**config.mk**
```make
export PLATFORM = sky130hd
export DESIGN_NAME = reg_write_arbiter
export DESIGN_NICKNAME = d
export VERILOG_FILES = /design/src/rtl/reg_write_arbiter.sv
export SDC_FILE = /design/constraint.sdc
export NUM_CORES = 1
export LEC_CHECK = 0
export ABC_AREA = 1
export CAP_MARGIN = 20
export CORE_UTILIZATION = 49
export CTS_CLUSTER_DIAMETER = 150
export DETAILED_ROUTE_END_ITERATION = 12
export HOLD_SLACK_MARGIN = 0.06
export PLACE_DENSITY = 0.83
export SLEW_MARGIN = 40
export SYNTH_ARGS = -nofsm -noshare
export SYNTH_HDL_FRONTEND = slang
export SYNTH_SLANG_ARGS = --single-unit
```
**constraint.sdc**
```tcl
create_clock -name i_clk -period 2.6 [get_ports i_clk]
set_clock_uncertainty 0.1 [all_clocks]
set_input_delay 0.78 -clock i_clk [delete_from_list [all_inputs] [get_ports i_clk]]
set_output_delay 0.78 -clock i_clk [all_outputs]
set_load 0.01 [all_outputs]
```
**src/rtl/reg_write_arbiter.sv**
```systemverilog
`default_nettype none
// ============================================================================
// Module      : reg_write_arbiter
// Description : Round-robin arbiter that shares one WIDTH-bit enabled DFF
//               register bank between N_REQ requesters. It drives the bank's
//               enable (o_en) and data (o_d) so the bank loads exactly one
//               requester's data per write pulse. An owner may hold i_lock
//               to issue back-to-back writes without re-arbitrating.
//
// Ports       : i_clk          clock, rising edge
//               i_rst          synchronous active-high reset
//               i_req          per-requester write request (level)
//               i_lock         per-requester keep-grant request
//               i_data         write data, requester k at [k*WIDTH +: WIDTH]
//               o_gnt          one-hot grant or zero
//               o_ack          one-cycle pulse to owner with its write
//               o_en           register bank enable
//               o_d            register bank data
//               o_owner        current owner index (valid while o_gnt != 0)
//               o_busy         high in WRITE or LOCKED
//               o_hold_expired one-cycle pulse on forced release
//
// Options     : REG_ARB_HOLD_LIMIT_EN - when defined, an owner is forcibly
//               released once its tenure counter reaches MAX_HOLD. When not
//               defined, o_hold_expired is constant 0.
//
// Revision    : 1.0 - initial release
// ============================================================================
module reg_write_arbiter #(
    parameter int N_REQ    = 4,
    parameter int WIDTH    = 8,
    parameter int MAX_HOLD = 15
) (
    input  logic                       i_clk,
    input  logic                       i_rst,
    input  logic [N_REQ-1:0]           i_req,
    input  logic [N_REQ-1:0]           i_lock,
    input  logic [N_REQ*WIDTH-1:0]     i_data,
    output logic [N_REQ-1:0]           o_gnt,
    output logic [N_REQ-1:0]           o_ack,
    output logic                       o_en,
    output logic [WIDTH-1:0]           o_d,
    output logic [$clog2(N_REQ)-1:0]   o_owner,
    output logic                       o_busy,
    output logic                       o_hold_expired
);

    localparam int c_IDX_W = $clog2(N_REQ);

    localparam logic [1:0] c_S_IDLE   = 2'd0;
    localparam logic [1:0] c_S_WRITE  = 2'd1;
    localparam logic [1:0] c_S_LOCKED = 2'd2;

    logic [1:0]         r_state;
    logic [c_IDX_W-1:0] r_ptr;
    logic [N_REQ-1:0]   r_gnt;
    logic [N_REQ-1:0]   r_ack;
    logic               r_en;
    logic [WIDTH-1:0]   r_d;
    logic [c_IDX_W-1:0] r_owner;
    logic               r_busy;
    logic               r_hold_expired;

    logic [WIDTH-1:0]   w_data [N_REQ];
    logic [N_REQ-1:0]   w_hi_req;
    logic [c_IDX_W-1:0] w_winner;
    logic [N_REQ-1:0]   w_winner_oh;
    logic               w_expire;
    logic               w_release;

    generate
        for (genvar k = 0; k < N_REQ; k++) begin : g_unpack
            assign w_data[k] = i_data[k*WIDTH +: WIDTH];
        end
    endgenerate

    // Round-robin search starting at ptr+1: prefer the lowest requester
    // strictly above ptr, otherwise wrap to the lowest requester overall.
    always_comb begin
        w_hi_req    = '0;
        w_winner    = '0;
        w_winner_oh = '0;
        for (int k = 0; k < N_REQ; k++) begin
            w_hi_req[k] = i_req[k] && (c_IDX_W'(k) > r_ptr);
        end
        for (int k = N_REQ - 1; k >= 0; k--) begin
            if (i_req[k]) begin
                w_winner = c_IDX_W'(k);
            end
        end
        if (|w_hi_req) begin
            for (int k = N_REQ - 1; k >= 0; k--) begin
                if (w_hi_req[k]) begin
                    w_winner = c_IDX_W'(k);
                end
            end
        end
        for (int k = 0; k < N_REQ; k++) begin
            w_winner_oh[k] = (w_winner == c_IDX_W'(k));
        end
    end

`ifdef REG_ARB_HOLD_LIMIT_EN
    localparam int c_TEN_W = $clog2(MAX_HOLD + 1);

    logic [c_TEN_W-1:0] r_tenure;

    // Zero while idle, so it starts at 0 in the grant's WRITE cycle and then
    // counts every WRITE/LOCKED cycle of the tenure.
    always_ff @(posedge i_clk) begin
        if (i_rst) begin
            r_tenure <= '0;
        end else if (r_state == c_S_IDLE) begin
            r_tenure <= '0;
        end else begin
            r_tenure <= r_tenure + 1'b1;
        end
    end

    assign w_expire = (r_state != c_S_IDLE) && (r_tenure == c_TEN_W'(MAX_HOLD));
`else
    assign w_expire = 1'b0;
`endif

    // Leaving the owner's tenure: either the lock is not held or the hold
    // limit fired. In WRITE the write pulse has already gone out.
    assign w_release = (r_state != c_S_IDLE) && (w_expire || !i_lock[r_owner]);

    always_ff @(posedge i_clk) begin
        if (i_rst) begin
            r_state        <= c_S_IDLE;
            r_ptr          <= c_IDX_W'(N_REQ - 1);
            r_gnt          <= '0;
            r_ack          <= '0;
            r_en           <= 1'b0;
            r_d            <= '0;
            r_owner        <= '0;
            r_busy         <= 1'b0;
            r_hold_expired <= 1'b0;
        end else begin
            r_en           <= 1'b0;
            r_ack          <= '0;
            r_hold_expired <= 1'b0;
            case (r_state)
                c_S_IDLE: begin
                    if (|i_req) begin
                        r_gnt   <= w_winner_oh;
                        r_ack   <= w_winner_oh;
                        r_owner <= w_winner;
                        r_d     <= w_data[w_winner];
                        r_en    <= 1'b1;
                        r_busy  <= 1'b1;
                        r_state <= c_S_WRITE;
                    end
                end
                c_S_WRITE, c_S_LOCKED: begin
                    if (w_release) begin
                        r_gnt          <= '0;
                        r_busy         <= 1'b0;
                        r_ptr          <= r_owner;
                        r_hold_expired <= w_expire;
                        r_state        <= c_S_IDLE;
                    end else if (r_state == c_S_WRITE) begin
                        r_state <= c_S_LOCKED;
                    end else if (i_req[r_owner]) begin
                        // r_gnt is already one-hot of the owner.
                        r_d     <= w_data[r_owner];
                        r_en    <= 1'b1;
                        r_ack   <= r_gnt;
                        r_state <= c_S_WRITE;
                    end
                end
                default: begin
                    r_gnt   <= '0;
                    r_busy  <= 1'b0;
                    r_state <= c_S_IDLE;
                end
            endcase
        end
    end

    assign o_gnt          = r_gnt;
    assign o_ack          = r_ack;
    assign o_en           = r_en;
    assign o_d            = r_d;
    assign o_owner        = r_owner;
    assign o_busy         = r_busy;
    assign o_hold_expired = r_hold_expired;

endmodule
`default_nettype wire

```
* Yosys cells after proc, flatten, opt, wreduce, memory -nomap -nowiden
Index checks and enable logic that the tools add are counted.
** Word-level totals
- Bits in latches :: 0
- Output and inout bits :: 21
- Register bits :: 24
- Memories :: 0
- RAM bits :: 0
- Bits in read-only memories :: 0
- Input bits :: 42
** Operators by class
- $add $sub $neg :: 0
- Multipliers :: 0
- Divide/modulo/power cells :: 0
- Reductions and logical operators :: 18
- $lt $le $gt $ge :: 7
- Shift operators :: 0
- Bitwise gates (word level) :: 2
- Multiplexer cells :: 45
- Equal/unequal tests :: 11
** Operators with widths (number)
- 8-bit two-way mux :: 8
- 8-bit binary-select mux with 2-bit select :: 2
- 2-bit two-way mux :: 13
- 4-bit two-way mux :: 6
- 4-bit one-hot mux with 2 select lines :: 2
- 8-bit one-hot mux with 2 select lines :: 1
- 2-bit != test, second input constant :: 5
- 1-bit two-way mux :: 8
- 2-bit AND reduction :: 4
- 4-bit OR reduction :: 2
- 2-bit equality test, second input constant :: 3
- 3-bit greater-or-equal comparator, second input constant :: 2
- 2-bit NOT with 3-bit output :: 2
- 1-bit logical AND :: 5
- 5-bit AND reduction :: 1
- 1-bit binary-select mux with 2-bit select :: 2
- 2-bit by 1-bit equality test with 1-bit output, second input constant :: 2
- 1-bit by 2-bit greater-than comparator with 1-bit output, first input constant :: 2
- 2-bit greater-than comparator, first input constant :: 2
- 2-bit logical NOT :: 2
- 4-bit != test, second input constant :: 1
- 1-bit one-hot mux with 2 select lines :: 2
- 2-bit one-hot mux with 2 select lines :: 1
- 2-bit nonzero test :: 2
- other kinds (3) :: 3

* Longest topological paths before layout
Gate-level depths: netlist (run 1).
- Depth in word-level cells :: 15
- Mapped depth :: 13
- Depth with buffers taken out :: 12

* Least setup slack after synthesis (run 1)
Ideal clock, no wire load.
- Path kind :: input to register
- Start point :: in i_req[1]
- End point :: reg r_d[1], in the netlist o_d[1]
- Arrival :: 1.661 ns
- Data required time :: 2.365 ns
- Path buffers :: 1
- Slack :: 0.703 ns
- Stages on the path :: 9
- Cells stage by stage :: nor2_1 > o21ai_0 > nand2_1 > inv_2 > buf_2 > nand3_1 > nand3_1 > o21bai_1 > a21oi_1
** On the way
- Longest elaborated chain between the ends :: 13
- Elaborated cells on any way between the ends :: 21
- Classes of those cells :: eq/ne (2); mux (14); bitwise (1); reduce/logical (4)
** Ends and longest elaborated chain
- start, declared :: line 36 : input logic [N_REQ-1:0] i_req,
- 2-bit two-way mux (2 in series) :: line 87 : if (i_req[k]) begin
- 2-bit two-way mux (4 in series) :: line 93 : if (w_hi_req[k]) begin
- 2-bit two-way mux :: line 91 : if (|w_hi_req) begin
- 2-bit NOT with 3-bit output (not written as such) :: line 150 : r_d <= w_data[w_winner];
- 8-bit binary-select mux with 2-bit select :: line 150
- 8-bit two-way mux (not written as such) (2 in series) :: line 150
- 8-bit two-way mux :: line 146 : if (|i_req) begin
- 8-bit one-hot mux with 2 select lines :: line 144 : case (r_state)
- end signal, assigned :: line 150
- end signal, assigned :: line 167 : r_d <= w_data[r_owner];
- end, declared :: line 59 : logic [WIDTH-1:0] r_d;
Several ways; a longest one is shown, not always the timed one. The select of a mux whose other input is x is not followed.
A chain may end at the register's enable or synchronous reset.

* Worst setup path in the final report (run 1)
- Start point :: in i_req[2]
- End point :: reg r_d[2], in the netlist o_d[2]
** On the way
- Longest elaborated chain between the ends :: 14
- Elaborated cells on any way between the ends :: 22
- Classes of those cells :: eq/ne (2); mux (15); bitwise (1); reduce/logical (4)
** Ends and longest elaborated chain (line)
- 2-bit two-way mux (3 in series) :: 87
- 2-bit two-way mux (4 in series) :: 93
- 2-bit two-way mux :: 91
- 2-bit NOT with 3-bit output (not written as such) :: 150
- 8-bit binary-select mux with 2-bit select :: 150
- 8-bit two-way mux (not written as such) (2 in series) :: 150
- 8-bit two-way mux :: 146
- 8-bit one-hot mux with 2 select lines :: 144
Several ways; a longest one is shown, not always the timed one. The select of a mux whose other input is x is not followed.

==> results of run 1 <==
[state kept, by name (all words and copies together) (netlist names)]
| register | cells |
|---|---|
| o_en | 1 |
| r_ptr | 2 |
| r_state | 2 |
| o_d | 8 |
| o_busy | 1 |
| o_gnt | 4 |
| o_owner | 2 |
| o_ack | 4 |
[worst max-delay path, cell delays in order]
cell	delay, ns
clkdlybuf4s50_1	0.56
nor2_1	0.09
nand3_1	0.12
nand2_1	0.10
nor2_2	0.22
nand3_4	0.21
a31oi_1	0.20
nand2_1	0.07
a21oi_1	0.12
[through the flow]
step	cell area [sq um]	setup TNS (ns)	setup WS (ns)	utilization [%]
2_1_floorplan	1810	0	0.703	-
3_3_place_gp	2480	-0.000843	-0.000843	72.1
3_5_place_dp	2480	-0.0233	-0.0233	72.1
4_1_cts	2550	0	0.271	74.2
5_1_grt	2550	0	0.0860	74.2
6_report	2550	0	0.220	74.2
[kinds of logic after synthesis]
family,after synthesis
AND/OR/NAND/NOR,187
buffers and inverters,33
adder cells (fa/ha/maj),3
AO/OA/AOI/OAI,54
flip-flops,24
other,1
[layout by cell type (no fill, tap or decap), drive strengths merged]
cell / count
conb: 1
nand4: 8
o211ai: 5
o21ai: 18
dfxtp: 24
nand2: 106
buf: 13
ha: 3
clkdlybuf4s50: 61
nor2: 39
bufinv: 1
clkbuf: 3
o21bai: 2
a31oi: 6
nand3: 34
a21oi: 23
inv: 17
[worst min path at each step]
stage / startpoint / endpoint / slack (ns)
global placement: o_d[7] / o_d[7] / 0.36
CTS: o_d[7] / o_d[7] / 0.37
global route: o_d[4] / o_d[4] / 0.39
finish: o_d[4] / o_d[4] / 0.37
floorplan: r_state[1] / r_state[1] / 0.36
detailed placement: o_d[7] / o_d[7] / 0.36
[routing by layer]
metal | global-route usage (%) | wire length (um)
met1 | 36.5 | 2470
met2 | 49.2 | 2640
met3 | 4.38 | 467
met4 | 12.8 | 106
met5 | 0 | 0
[report_power, final]
group          switching (mW)  internal (mW)  leakage (nW)  total (mW)
Combinational            1.05          0.688         0.897        1.73
Clock                   0.137          0.206        0.0357       0.344
Sequential             0.0750          0.483         0.197       0.558
Total                    1.26           1.38          1.13        2.64
[final cells by class]
type	instances	area, sq um	share of cell area, %
clock buffer	3	41.3	1.62
clock inverter	1	30.0	1.18
inverter	17	63.8	2.50
multi-input combinational	245	1170	45.9
sequential	24	480	18.8
tap	46	57.6	2.25
timing repair buffer	74	708	27.7
==> impl_metrics.ini, run 1 <==
[outcome]
status = complete, no violations

[floorplanning]
fp.coreArea_sq_um = 3440
dieArea_sq_um = 3950
ios = 63
fp.dieW_um = 62.9
start_util_pct = 52.7
rows = 21
die_h_um = 62.9

[grt]
grt_overflow = 0
grt_usage_pct = 29.2
grt_pass1_vias = 2069
grt_pass1_wl_mm = 9.20
antenna_found_initial = 0
grt_max_degree = 22

[yosys]
synth_ff_type = dfxtp_1
synth_top_family_by_area = simple AND/OR/NAND/NOR gates
post_synth_num_cell_types = 24
yosysWarnings = 0
synth_seq_area_share_pct = 26.5
synthTopCellsByCount = nand2_1 (101), nor2_1 (36), nand3_1 (30), dfxtp_1 (24), a21oi_1 (20)
synth_area_leaders = dfxtp_1 (26%), nand2_1 (21%), nand3_1 (8.3%), nor2_1 (7.4%), a21oi_1 (5.5%)
synthAdderAreaFrac_pct = 2.07
synthMuxAreaShare_pct = 0
synth_fp_nets = 347
postSynth.asyncResetShare_pct = 0
ys_seq_elements = 24
yosysTopAreaCell = dfxtp_1
synth_top_cell_area_share_pct = 26.5
synth_area_sq_um = 1810
syn-mean-instance-area_sq_um = 6.01
synthXorXnorAreaFrac_pct = 0
netlist_instances = 302
synth.most_common_cell = nand2_1
synth-compound-area-share_pct = 16.9
synthSimpleGateAreaFrac_pct = 45.4
synth_edf_count = 0

[critical_path]
arrival_ns = 2.49
crit_end = o_d[2]
critical_path_required_ns = 2.71
start_kind = input port
rrSetupSlack_ns = 0.60
r2r_end = o_d[2]
crit_fanout = 14
crit_type = in2reg
timing.rr.start = r_state[0]
ff2ff_path_depth = 9
critPathLaunch = i_req[2]
cp-end-kind = flop

[timing]
grt_setup_unrepaired = false
layout_min_cycle_time_ns = 2.38
hold_viol = 0
max-slew-margin-rel_pct = 62.0
fin_crit_sh_pct = 91.5
drv_slew = 0
holdWs_ns = 0.369
max_freq_ghz = 0.420
worst_pin_slew_ns = 0.570
setup_viol = 0

[clocking]
post_cts_buffers = 0
ctsResizeCount = 0
cts_buffer_depth = 2
htree_levels = 1
cts.sinks = 24
cts_tree = done
clk_latency_ns = 0.27
ctsHoldBuffers = 0
cts_made_buffers = 3
root_buffer = clkbuf_8
cts.reportedPaths.clkPinSlew_ns = 0.10

[placement]
gp_congestion = 0.865
dp_hpwl_mm = 4.05
dp_cells = 406
numPortBuffers = 61

[cells_and_area]
drive_gt1_share_pct = 9.89
fin_cells = 410
areaGrowthSynthToFinish_pct = 40.8
final_nets = 410
num_antenna_cells = 0
num-fill-cells = 292

[drt]
postRouteAntennaNets = 0
vias = 2309
wirelength_mm = 5.68
drc = 0
routedWlPerCell_um = 13.9
vias_per_cell = 5.63
dr.first_iter.drc_count = 211
dr.pass1.iters = 5

[power]
power_density_nw_per_um2 = 1030
p_total_mw = 2.64
p_leak_nw = 1.13
peakVddDrop_mv = 0.852

[hold_path]
whs_path_depth = 2
hp-class = reg2reg

[flow_run]
max_cap_viol_count = 0
Power figures use the tool's default switching activity.
==> inputs of run 2 (changes only) <==
--- a/config.mk
+++ b/config.mk
@@ -12,6 +12,7 @@
 export DETAILED_ROUTE_END_ITERATION = 12
 export HOLD_SLACK_MARGIN = 0.06
 export PLACE_DENSITY = 0.83
+export SKIP_LAST_GASP = 1
 export SLEW_MARGIN = 40
 export SYNTH_ARGS = -nofsm -noshare
 export SYNTH_HDL_FRONTEND = slang
==> results of run 2 <==
No change in the layout: final DEF, timing and power equal those of run 1.
